$ cat src/rtl/apb_uart_periph_if.sv
// APB bus bundle between the APB master and the UART peripheral window.
interface apb_uart_periph_if;
  logic [31:0] PADDR;
  logic        PWRITE;
  logic        PENABLE;
  logic [31:0] PWDATA;
  logic        PSEL;
  logic [31:0] PRDATA;
  logic        PREADY;

  modport master (
    output PADDR, PWRITE, PENABLE, PWDATA, PSEL,
    input  PRDATA, PREADY
  );

  modport slave (
    input  PADDR, PWRITE, PENABLE, PWDATA, PSEL,
    output PRDATA, PREADY
  );
endinterface

$ cat src/rtl/apb_uart_periph.sv
// APB UART peripheral: TX FIFO feeding the UART TX core, RX FIFO for received bytes,
// registered PRDATA/PREADY with one wait state per transfer.
module apb_uart_periph #(
  parameter int unsigned FIFO_DEPTH = 4
) (
  input  logic              PCLK,
  input  logic              PRESET,
  apb_uart_periph_if.slave  apb,
  output logic [7:0]        tx_data,
  output logic              tx_start,
  input  logic              tx_busy,
  input  logic              tx_done,
  input  logic [7:0]        rx_data,
  input  logic              rx_done
);

  localparam int unsigned AW = (FIFO_DEPTH > 1) ? $clog2(FIFO_DEPTH) : 1;
  localparam int unsigned PW = AW + 1;

  localparam logic [1:0] A_USR = 2'd0;
  localparam logic [1:0] A_UWD = 2'd1;
  localparam logic [1:0] A_URD = 2'd2;
  localparam logic [1:0] A_UCR = 2'd3;

  typedef enum logic [1:0] {T_IDLE, T_START, T_WAIT} tx_state_t;

  tx_state_t       tx_state;
  logic [7:0]      tx_mem [FIFO_DEPTH];
  logic [7:0]      rx_mem [FIFO_DEPTH];
  logic [PW-1:0]   tx_wp, tx_rp, rx_wp, rx_rp;
  logic            rx_overrun;

  logic            access;
  logic [1:0]      reg_sel;
  logic            tx_empty, tx_full, rx_empty, rx_full;
  logic            tx_idle;
  logic            tx_pop, tx_push;
  logic            rx_pop, rx_push, rx_drop;
  logic            ov_clear;
  logic [31:0]     usr;
  logic [31:0]     rd_val;
  logic            unused_bits;

  assign unused_bits = ^{apb.PADDR[31:4], apb.PADDR[1:0], apb.PWDATA[31:8]};

  // Transfer decode and FIFO status
  assign access   = apb.PSEL & apb.PENABLE & ~apb.PREADY;
  assign reg_sel  = apb.PADDR[3:2];
  assign tx_empty = (tx_wp == tx_rp);
  assign tx_full  = (tx_wp[AW] != tx_rp[AW]) && (tx_wp[AW-1:0] == tx_rp[AW-1:0]);
  assign rx_empty = (rx_wp == rx_rp);
  assign rx_full  = (rx_wp[AW] != rx_rp[AW]) && (rx_wp[AW-1:0] == rx_rp[AW-1:0]);
  assign tx_idle  = tx_empty && (tx_state == T_IDLE);

  // Push/pop qualification; a pop in the same cycle frees the slot a full FIFO needs
  assign tx_pop   = (tx_state == T_IDLE) && !tx_empty && !tx_busy;
  assign tx_push  = access & apb.PWRITE & (reg_sel == A_UWD) & (~tx_full | tx_pop);
  assign rx_pop   = access & ~apb.PWRITE & (reg_sel == A_URD) & ~rx_empty;
  assign rx_push  = rx_done & (~rx_full | rx_pop);
  assign rx_drop  = rx_done & rx_full & ~rx_pop;
  assign ov_clear = access & apb.PWRITE & (reg_sel == A_UCR) & apb.PWDATA[0];

  assign usr = {28'd0, rx_overrun, tx_idle, ~tx_full, ~rx_empty};

  // Read mux for the register selected by PADDR[3:2]
  always_comb begin
    rd_val = '0;
    case (reg_sel)
      A_USR:   rd_val = usr;
      A_URD:   rd_val = rx_empty ? 32'd0 : {24'd0, rx_mem[rx_rp[AW-1:0]]};
      default: rd_val = '0;
    endcase
  end

  // APB response: single-cycle PREADY pulse, PRDATA captured on the access edge
  always_ff @(posedge PCLK or posedge PRESET) begin
    if (PRESET) begin
      apb.PREADY <= 1'b0;
      apb.PRDATA <= '0;
    end else if (access) begin
      apb.PREADY <= 1'b1;
      apb.PRDATA <= apb.PWRITE ? 32'd0 : rd_val;
    end else begin
      apb.PREADY <= 1'b0;
    end
  end

  // FIFO storage; contents are don't-care until the pointers say otherwise
  always_ff @(posedge PCLK) begin
    if (tx_push) tx_mem[tx_wp[AW-1:0]] <= apb.PWDATA[7:0];
    if (rx_push) rx_mem[rx_wp[AW-1:0]] <= rx_data;
  end

  // FIFO pointers and sticky overrun; a new overrun beats a same-cycle clear
  always_ff @(posedge PCLK or posedge PRESET) begin
    if (PRESET) begin
      tx_wp      <= '0;
      tx_rp      <= '0;
      rx_wp      <= '0;
      rx_rp      <= '0;
      rx_overrun <= 1'b0;
    end else begin
      if (tx_push) tx_wp <= tx_wp + PW'(1);
      if (tx_pop)  tx_rp <= tx_rp + PW'(1);
      if (rx_push) rx_wp <= rx_wp + PW'(1);
      if (rx_pop)  rx_rp <= rx_rp + PW'(1);
      if (rx_drop)       rx_overrun <= 1'b1;
      else if (ov_clear) rx_overrun <= 1'b0;
    end
  end

  // TX launcher: pop a byte, pulse tx_start once, then wait for the core to finish
  always_ff @(posedge PCLK or posedge PRESET) begin
    if (PRESET) begin
      tx_state <= T_IDLE;
      tx_data  <= '0;
      tx_start <= 1'b0;
    end else begin
      case (tx_state)
        T_IDLE: begin
          tx_start <= 1'b0;
          if (tx_pop) begin
            tx_data  <= tx_mem[tx_rp[AW-1:0]];
            tx_state <= T_START;
          end
        end
        T_START: begin
          tx_start <= 1'b1;
          tx_state <= T_WAIT;
        end
        T_WAIT: begin
          tx_start <= 1'b0;
          if (tx_done) tx_state <= T_IDLE;
        end
        default: begin
          tx_start <= 1'b0;
          tx_state <= T_IDLE;
        end
      endcase
    end
  end

endmodule

$ cat src/flat_wrapper.sv
// flat-port wrapper written by rule: the top's interface ports become plain ports
module apb_uart_periph_flat 
#(
  parameter int unsigned FIFO_DEPTH = 4
)
  (PCLK, PRESET, tx_data, tx_start, tx_busy, tx_done, rx_data, rx_done, apb_PADDR, apb_PWRITE, apb_PENABLE, apb_PWDATA, apb_PSEL, apb_PRDATA, apb_PREADY);
  apb_uart_periph_if apb_i ();
  input  logic PCLK;
  input  logic PRESET;
  output logic [7:0] tx_data;
  output logic tx_start;
  input  logic tx_busy;
  input  logic tx_done;
  input  logic [7:0] rx_data;
  input  logic rx_done;
  input wire logic [$bits(apb_i.PADDR)-1:0] apb_PADDR;
  input wire logic [$bits(apb_i.PWRITE)-1:0] apb_PWRITE;
  input wire logic [$bits(apb_i.PENABLE)-1:0] apb_PENABLE;
  input wire logic [$bits(apb_i.PWDATA)-1:0] apb_PWDATA;
  input wire logic [$bits(apb_i.PSEL)-1:0] apb_PSEL;
  output wire logic [$bits(apb_i.PRDATA)-1:0] apb_PRDATA;
  output wire logic [$bits(apb_i.PREADY)-1:0] apb_PREADY;
  assign apb_i.PADDR = apb_PADDR;
  assign apb_i.PWRITE = apb_PWRITE;
  assign apb_i.PENABLE = apb_PENABLE;
  assign apb_i.PWDATA = apb_PWDATA;
  assign apb_i.PSEL = apb_PSEL;
  assign apb_PRDATA = apb_i.PRDATA;
  assign apb_PREADY = apb_i.PREADY;
  apb_uart_periph #(.FIFO_DEPTH(FIFO_DEPTH)) u_core (.PCLK(PCLK), .PRESET(PRESET), .apb(apb_i), .tx_data(tx_data), .tx_start(tx_start), .tx_busy(tx_busy), .tx_done(tx_done), .rx_data(rx_data), .rx_done(rx_done));
endmodule
$ cat config.mk
export PLATFORM = sky130hd
export DESIGN_NAME = apb_uart_periph_flat
export DESIGN_NICKNAME = d
export VERILOG_FILES = /design/src/rtl/apb_uart_periph_if.sv /design/src/rtl/apb_uart_periph.sv /design/src/flat_wrapper.sv
export SDC_FILE = /design/constraint.sdc
export NUM_CORES = 1
export LEC_CHECK = 0
export ABC_AREA = 1
export CORE_MARGIN = 8
export CORE_UTILIZATION = 35
export DETAILED_ROUTE_END_ITERATION = 10
export GPL_TIMING_DRIVEN = 0
export PLACE_DENSITY = 0.6
export SETUP_SLACK_MARGIN = 0.05
export SLEW_MARGIN = 20
export SYNTH_ARGS = -nofsm -noshare
export SYNTH_HDL_FRONTEND = slang
export SYNTH_SLANG_ARGS = --single-unit
export TNS_END_PERCENT = 10
$ cat constraint.sdc
create_clock -name PCLK -period 2.1 [get_ports PCLK]
set_input_delay 0.21 -clock PCLK [delete_from_list [all_inputs] [get_ports PCLK]]
set_output_delay 0.21 -clock PCLK [all_outputs]
set_load 0.05 [all_outputs]
======== After elaboration in Yosys (flattened, before gate mapping) ========
Memories as Yosys holds them, arrays and structs flattened. A register that Yosys moved wholly into a read port is not among the register bits.
Index checks and enable logic that the tools add are counted.
operators by class
  $mul .................................... 0
  shifts and indexed selects .............. 0
  reduce and logical (&&, ||, !) cells .... 12
  $add $sub $neg .......................... 4
  multiplexer cells ....................... 14
  div/mod/pow operators ................... 0
  order comparisons ....................... 0
  equality and inequality tests ........... 13
  bitwise logic cells ..................... 21
operators by type and width
  operator                                                count
  case mux 32 bit (2 select lines)                        1
  two-way mux 32 bit                                      1
  bitwise AND 1 bit                                       13
  adder 3 x 1 -> 3 bit (second input constant)            4
  two-way mux 1 bit                                       8
  two-way mux 8 bit                                       1
  == test 2 bit (second input constant)                   3
  == test 3 bit                                           2
  inverter 1 bit                                          6
  case mux 2 bit (3 select lines)                         1
  logical AND 1 bit                                       5
  == test 2 x 1 -> 1 bit (second input constant)          2
  == test 2 bit                                           2
  logical NOT 2 bit                                       2
  two-way mux 2 bit                                       2
  AND reduction 2 bit                                     2
  logical NOT 1 bit                                       2
  inequality test 1 bit                                   2
  inequality test 2 x 1 -> 1 bit (second input constant)  1
  inequality test 2 bit (second input constant)           1
  OR 1 bit                                                2
  nonzero test 2 bit                                      1
word-level totals
  bits in latches ......................... 0
  register bits after elaboration ......... 49
  word-level logic and storage cells ...... 75
  memories ................................ 2
  memory bits (read-only) ................. 0
  bits in writable memories ............... 64
  output and inout port bits .............. 42
  bits of input ports ..................... 80
memories
  name           depth  bits a word  rd ports  clocked after Yosys merged registers in  write ports  RTL line               text
  u_core.rx_mem  4      8            1         0                                        1            apb_uart_periph.sv:29  logic [7:0] rx_mem [FIFO_DEPTH];
  u_core.tx_mem  4      8            1         1                                        1            apb_uart_periph.sv:28  logic [7:0] tx_mem [FIFO_DEPTH];

======== Depth between registers and ports, before layout ========
Gate-level depths: netlist (run 1).
  word-level depth ........................ 9
  mapped depth ............................ 10
  depth with buffers taken out ............ 9

======== Worst setup path before layout (run 1) ========
OpenSTA, ideal clock, no wires.
  path kind ............................... flip-flop to flip-flop
  from .................................... register u_core.apb.PREADY
  to ...................................... memory u_core.tx_mem[0][0] (enable)
  required time ........................... 1.729 ns
  data arrival time ....................... 1.649 ns
  clock period less this slack ............ 2.020 ns
  buffers on the path ..................... 0
  setup slack ............................. 0.080 ns
  cell stages (with the launch flop) ...... 8
  library setup time ...................... 0.371 ns
  path through ............................ dfrtp_1 -> inv_1 -> nand3_4 -> inv_2 -> nand3_1 -> nor2_2 -> nand2_4 -> nor2_1
between the ends
  cells in the longest elaborated chain, start to end .. 7
ends and longest elaborated chain
  item                                     RTL line                  text
  from (decl)                              apb_uart_periph_if.sv:18  output PRDATA, PREADY
  from (signal assigned)                   apb_uart_periph.sv:78     apb.PREADY <= 1'b0;
  from (signal assigned)                   apb_uart_periph.sv:81     apb.PREADY <= 1'b1;
  from (signal assigned)                   apb_uart_periph.sv:84     apb.PREADY <= 1'b0;
  inverter 1 bit                           apb_uart_periph.sv:47     assign access = apb.PSEL & apb.PENABLE & ~apb.PREADY;
  bitwise AND 1 bit                        apb_uart_periph.sv:47
  named net u_core.access                  apb_uart_periph.sv:33     logic access;
  bitwise AND 1 bit (3 in a row)           apb_uart_periph.sv:57     assign tx_push = access & apb.PWRITE & (reg_sel == A_UWD) & (~tx_full | tx_pop);
  two-way mux 1 bit                        apb_uart_periph.sv:90     if (tx_push) tx_mem[tx_wp[AW-1:0]] <= apb.PWDATA[7:0];
  two-way mux 1 bit (implied by the code)  apb_uart_periph.sv:90
  to (decl)                                apb_uart_periph.sv:28
The timed path passes the listed nets, and every way through them passes these cells.

======== Worst setup path after layout (run 1) ========
  from .................................... register u_core.apb.PREADY
  to ...................................... memory u_core.tx_mem[1][0] (enable)
Same word-level chain as after synthesis.

==> results of run 1 <==
## registers in the layout, summed over array words and instances (netlist names)
name and cells:
u_core.rx_overrun 1, u_core.rx_mem 32, u_core.apb.PRDATA 8, u_core.apb.PREADY 1, u_core.rx_wp 3, u_core.tx_rp 3, u_core.rx_rp 3, u_core.tx_state 2
u_core.tx_mem 32, u_core.tx_start 1, u_core.tx_data 8, u_core.tx_wp 3
## power breakdown
group	leakage, nW	internal [mW]	switching [mW]
logic	1.25	0.983	1.87
registers	1.00	2.43	0.222
clock network	0.160	1.06	0.701
## placed cells by master, fill, tap and decap left out, types with 2 or more instances in the layout
| cell type | n |
|---|---|
| buf_2 | 4 |
| buf_4 | 25 |
| buf_6 | 5 |
| bufinv_16 | 2 |
| clkbuf_16 | 9 |
| clkdlybuf4s50_1 | 43 |
| clkinv_4 | 2 |
| conb_1 | 24 |
| dfrtp_1 | 33 |
| edfxtp_1 | 64 |
| ha_1 | 10 |
| inv_1 | 37 |
| inv_2 | 4 |
| inv_6 | 3 |
| nand2_1 | 110 |
| nand2_2 | 4 |
| nand2_4 | 2 |
| nand3_1 | 26 |
| nand4_1 | 2 |
| nor2_1 | 31 |
| nor2_2 | 5 |
| nor2_4 | 6 |
| o21ai_0 | 31 |
| o21ai_1 | 4 |
| xnor2_1 | 3 |
| xnor2_2 | 2 |
| xor2_1 | 5 |
## cell type report
class                      count  area (um^2)  area share, %
buffer                        34          264           4.77
clock buffer                   9          225           4.07
clock inverter                 7          101           1.83
inverter                      43          171           3.10
multi-input combinational    271         1370           24.8
sequential                    97         2750           49.7
tap                          172          215           3.89
timing repair buffer          43          430           7.78
## worst max-delay path, delay by kind of cell (launching register included)
family / cells / cell delay, ns
buffers and inverters: 2 / 0.19
DFF: 1 / 0.38
and+or+nand+nor: 5 / 1.05
## metal layers
metal	track usage [%]	part of all wire, %	vias up
met1	14.1	45	1349
met5	0	0	-
met2	18.2	46	73
met3	2.61	7.5	8
met4	6.08	1.2	0
li1	-	-	1476
## final timing paths
check                                   start              endpoint  slack, ns  cells after the start
max                         u_core.apb.PREADY   u_core.tx_mem[1][0]       0.10                      7
min                                    PRESET  u_core.apb.PRDATA[5]       0.30                      2
max reg2reg                 u_core.apb.PREADY   u_core.tx_mem[1][0]       0.10                      7
min reg2reg                u_core.tx_state[1]       u_core.tx_start       0.43                      1
max in group asynchronous              PRESET  u_core.apb.PRDATA[3]       1.32                      2
min in group PCLK          u_core.tx_state[1]       u_core.tx_start       0.43                      1
## cell families after synthesis
group	count (synthesis)	synth area share, %
simple gates	189	18.4
flops	97	62.1
buf+inv	77	9.84
compound gates	38	4.47
xor+xnor	10	2.32
fa+ha+maj	10	2.83
other cells	1	0.0847
## per-stage QoR
step                      worst slack, ns  hold WS [ns]  total power, mW  utilization, %
after floorplan                    0.0799         0.309             4.71               -
after global placement             -0.387         0.410             5.46            41.4
after detailed placement           -0.425         0.429             5.51            41.4
after CTS                          -0.142         0.345             7.31            44.1
after global routing              -0.0311         0.394             7.79            44.4
final                               0.103         0.304             7.26            44.4
==> impl_metrics.py, run 1 <==
metrics = {
    "run_status": {
        "run_status": "finished, final reports clean",
    },
    "final_layout": {
        "final_cell_area_mm2": 0.00553,
        "fill_cells": 1150,
        "num_antenna_cells": 0,
        "syn_to_final_growth_pct": 24.9,
        "finalNonFillerCells": 676,
        "drive_above_1_share_pct": 15.3,
        "nNetsFinal": 589,
    },
    "floorplanning": {
        "io-pin-count": 122,
        "fp-row-count": 41,
        "start_util_pct": 35.5,
        "core_mm2": 0.0125,
        "floorplan.die.width_um": 128,
        "floorplan.die.height_um": 128,
        "die_area_mm2": 0.0165,
    },
    "sta": {
        "finalWorstPathRequiredPeriod_ns": 2.00,
        "slew_headroom_pct": 51.5,
        "finalHoldViolations": 0,
        "setup_viol": 0,
        "max_freq_mhz": 501,
        "maxSlewViolCount": 0,
        "final_min_period_over_clock_period_pct": 95.1,
        "grt_setup_unrepaired": "true",
        "worst_pin_slew_ns": 0.727,
        "finalClockSkew_ns": 0.00536,
        "fin_setup_tns_ns": 0,
    },
    "setup_path": {
        "critical_path.max_stage_delay_ns": 0.43,
        "path_class": "reg -> reg",
        "cp_slowest_cell": "nor2_2",
        "critPathMaxFanout": 10,
        "critical_path.most_common_cell": "nor2_2",
        "cp_data_required_time_ns": 2.08,
        "crit_path_start_kind": "register",
        "arrival_ns": 1.97,
        "critical_path.endpoint_type": "register",
        "worstPathCellList": "inv_1, nand3_4, inv_2, nand3_1, nor2_2, nand2_4, nor2_2",
    },
    "clocking": {
        "tritoncts_clock_tree": "built",
        "cts.htree.levels": 3,
        "post_cts_resize_count": 5,
        "worst_skew_pair_latency_ns": 0.34,
        "tritoncts_num_sinks": 97,
        "clk_path_buf_depth": 2,
        "clk_pin_slew_ns": 0.06,
        "post-cts-setup-buffers": 0,
        "clock-root-buffer": "clkbuf_16",
        "cts-buffers-inserted": 9,
        "cts_hold_buffers": 0,
    },
    "global_routing": {
        "via_count_of_the_first_global_routing_pass": 2970,
        "grtUsageTotal_pct": 11.4,
        "grt_pass1_wl_mm": 14.6,
        "grt_max_degree": 34,
        "grt_remaining_overflow": 0,
        "antenna_violations_before_repair": 0,
    },
    "synthesis": {
        "synth_top_area_share_pct": 43.4,
        "ys_async_sr_fraction_pct": 34.0,
        "synthTopCellsByCount": "110 x nand2_1, 64 x edfxtp_1, 39 x nor2_1",
        "synthesized_cell_area_mm2": 0.00443,
        "synth_top_flop_cell": "edfxtp_1",
        "syn_avg_cell_area_um2": 10.5,
        "post_synth_cell_types": 29,
        "syn_inst": 422,
        "netlist_top_cells_area": "edfxtp_1 43%, dfrtp_1 19%, nand2_1 9.3%, buf_4 4.2%, o21ai_0 3.5%",
        "yosys_register_bits": 97,
        "synth_most_common_cell": "nand2_1",
        "yosys.area.top_type": "edfxtp_1",
        "yosysSeqAreaShare_pct": 62.1,
        "synth_edf_count": 64,
        "synthesis.yosys.warnings": 0,
    },
    "placed_design": {
        "port-buffer-count": 43,
        "gp_routability_congestion": 0.778,
        "post_dp_cell_area_mm2": 0.00516,
        "dp_hpwl_mm": 6.18,
        "placed_cells_incl_taps": 660,
    },
    "detailed_routing": {
        "antenna_violating_nets_post_route": 0,
        "via_count_of_the_routed_design": 2906,
        "routedWlPerCell_um": 13.2,
        "drt_first_iter_violations": 153,
        "remaining_drc_errors": 0,
        "drt-vias-per-instance": 4.30,
        "detail_route.wirelength_mm": 8.92,
        "first_pass_iters": 4,
    },
    "worst_hold_path": {
        "hold_path.class": "in -> async",
    },
    "flow_run": {
        "maxCapViolCount": 0,
    },
    "pwr": {
        "powerDensity_mw_per_mm2": 1310,
        "power.static_leakage_nw": 2.41,
        "peakVddDrop_v": 0.000390,
    },
}
(Power assumes the default switching activity.)
==> run 2: changes to the inputs <==
--- a/config.mk
+++ b/config.mk
@@ -6,13 +6,13 @@
 export NUM_CORES = 1
 export LEC_CHECK = 0
 export ABC_AREA = 1
+export CAP_MARGIN = 5
 export CORE_MARGIN = 8
-export CORE_UTILIZATION = 35
+export CORE_UTILIZATION = 48
 export DETAILED_ROUTE_END_ITERATION = 10
 export GPL_TIMING_DRIVEN = 0
-export PLACE_DENSITY = 0.6
+export PLACE_DENSITY = 0.79
 export SETUP_SLACK_MARGIN = 0.05
-export SLEW_MARGIN = 20
 export SYNTH_ARGS = -nofsm -noshare
 export SYNTH_HDL_FRONTEND = slang
 export SYNTH_SLANG_ARGS = --single-unit
==> impl_metrics.py, run 2 (synthesis gave the netlist of run 1 again) <==
metrics = {
    "run_status": {
        "run_status": "finished, final reports clean",
    },
    "floorplanning": {
        "core_mm2": 0.00911,
        "fp-row-count": 35,
        "floorplan.die.width_um": 112,
        "io-pin-count": 122,
        "die_area_mm2": 0.0125,
        "start_util_pct": 48.6,
        "floorplan.die.height_um": 112,
    },
    "sta": {
        "slew_headroom_pct": 65.9,
        "maxSlewViolCount": 0,
        "final_min_period_over_clock_period_pct": 94.5,
        "fin_hold_ws_ns": 0.0808,
        "postLayoutSetupSlackWorst_ns": 0.116,
        "worst_pin_slew_ns": 0.511,
        "finalWorstPathRequiredPeriod_ns": 1.98,
        "fin_setup_tns_ns": 0,
        "setup_viol": 0,
        "finalHoldViolations": 0,
        "max_freq_mhz": 504,
        "grt_setup_unrepaired": "true",
        "finalClockSkew_ns": 0.00915,
    },
    "detailed_routing": {
        "first_pass_iters": 4,
        "antenna_violating_nets_post_route": 0,
        "routedWlPerCell_um": 14.2,
        "top_layer_used": "met4",
        "via_count_of_the_routed_design": 2966,
        "drt_first_iter_violations": 204,
        "drt-vias-per-instance": 4.81,
        "remaining_drc_errors": 0,
        "detail_route.wirelength_mm": 8.77,
        "m1WireLength_mm": 3.82,
        "route.met2.wl_mm": 4.13,
        "wl_met3_um": 651,
    },
    "setup_path": {
        "arrival_ns": 2.00,
        "reg2regPathDepth": 7,
        "regToRegEndpoint": "u_core.tx_mem[2][7]",
        "worstReg2RegStart": "u_core.apb.PREADY",
        "critical_path.endpoint_type": "register",
        "critPathMaxFanout": 10,
        "cp_data_required_time_ns": 2.11,
        "crit_path_start_kind": "register",
        "path_class": "reg -> reg",
        "reg2reg_slack_ns": 0.12,
    },
    "pwr": {
        "peakVddDrop_v": 0.000473,
        "totalPowerFinal_mw": 7.09,
        "powerDensity_mw_per_mm2": 1310,
        "power.static_leakage_nw": 2.39,
    },
    "global_routing": {
        "grt_pass1_wl_mm": 14.1,
        "grt_max_degree": 34,
        "antenna_violations_before_repair": 0,
        "grt_remaining_overflow": 0,
        "via_count_of_the_first_global_routing_pass": 2928,
        "grtUsageTotal_pct": 14.1,
    },
    "final_layout": {
        "commonest_cells_after_routing_fill_and_taps_aside": "110 x nand2_1, 64 x edfxtp_1, 43 x clkdlybuf4s50_1",
        "nNetsFinal": 590,
        "num_antenna_cells": 0,
        "mostFrequentLayoutCell": "nand2_1",
        "drive_above_1_share_pct": 15.2,
        "multi_input_area_mm2": 0.00135,
        "fill_cells": 712,
        "final_core_utilization_pct": 59.3,
        "syn_to_final_growth_pct": 22.0,
        "regArea_mm2": 0.00275,
    },
    "placed_design": {
        "place_ws_ns": -0.373,
        "gp_routability_congestion": 0.790,
        "port-buffer-count": 43,
        "dp_hpwl_mm": 5.99,
    },
    "clocking": {
        "worst_skew_pair_latency_ns": 0.37,
        "cts_hold_buffers": 0,
        "cts-buffers-inserted": 9,
        "clock-root-buffer": "clkbuf_8",
        "clk_pin_slew_ns": 0.09,
        "cts.htree.levels": 3,
        "tritoncts_num_sinks": 97,
        "clk_path_buf_depth": 2,
        "tritoncts_clock_tree": "built",
    },
    "worst_hold_path": {
        "hold_path.class": "in -> async",
    },
    "flow_run": {
        "maxCapViolCount": 0,
    },
}
## run 2: power by group
group | internal [mW] | leakage [nW] | total (mW) | switching, mW
sequential | 2.43 | 1.00 | 2.66 | 0.229
clock | 0.920 | 0.131 | 1.58 | 0.657
combinational | 0.983 | 1.26 | 2.86 | 1.88
## run 2: critical path, cell delays in order (launching register included)
cell,delay (ns)
dfrtp_1,0.38
inv_1,0.09
nand3_4,0.15
inv_2,0.09
nand3_1,0.10
nor2_2,0.24
nand2_4,0.13
nor2_2,0.42
## run 2: worst max path at each step
stage,startpoint,endpoint,slack (ns),depth (start not counted)
3_5_place_dp,apb_PENABLE,u_core.tx_mem[3][6],-0.37,7
2_1_floorplan,u_core.apb.PREADY,u_core.tx_mem[0][0],0.08,7
6_report,u_core.apb.PREADY,u_core.tx_mem[2][7],0.12,7
3_3_place_gp,apb_PSEL,u_core.tx_mem[3][6],-0.32,7
5_1_grt,u_core.apb.PREADY,u_core.tx_mem[2][1],0.008,7
4_1_cts,u_core.apb.PREADY,u_core.tx_mem[3][7],0.1,7
## run 2: cell type report
type / instances / area share [%]
clock inverter: 6 / 2.55
clock buffer: 10 / 2.36
inverter: 43 / 3.17
tap: 111 / 2.57
sequential: 97 / 50.9
multi-input combinational: 271 / 25.1
timing repair buffer: 44 / 8.48
buffer: 34 / 4.89
## run 2: per-layer routing
layer  GRT usage [%]  vias to the layer above
li1                -                     1480
met1            17.3                     1368
met2            22.6                      105
met3            4.51                       13
met4            5.94                        0
met5               0                        -
## run 2: what timing repair did
action,in CTS,in global routing
endpoints found under the hold margin,0,0
gates resized for setup,8,1
setup buffers,0,0
setup endpoints to repair,64,28
## run 2: metrics by stage
step           cell area [um^2]  cells
2_1_floorplan              4510    445
3_3_place_gp               5080    599
3_5_place_dp               5080    599
4_1_cts                    5370    615
5_1_grt                    5400    616
6_report                   5400    616
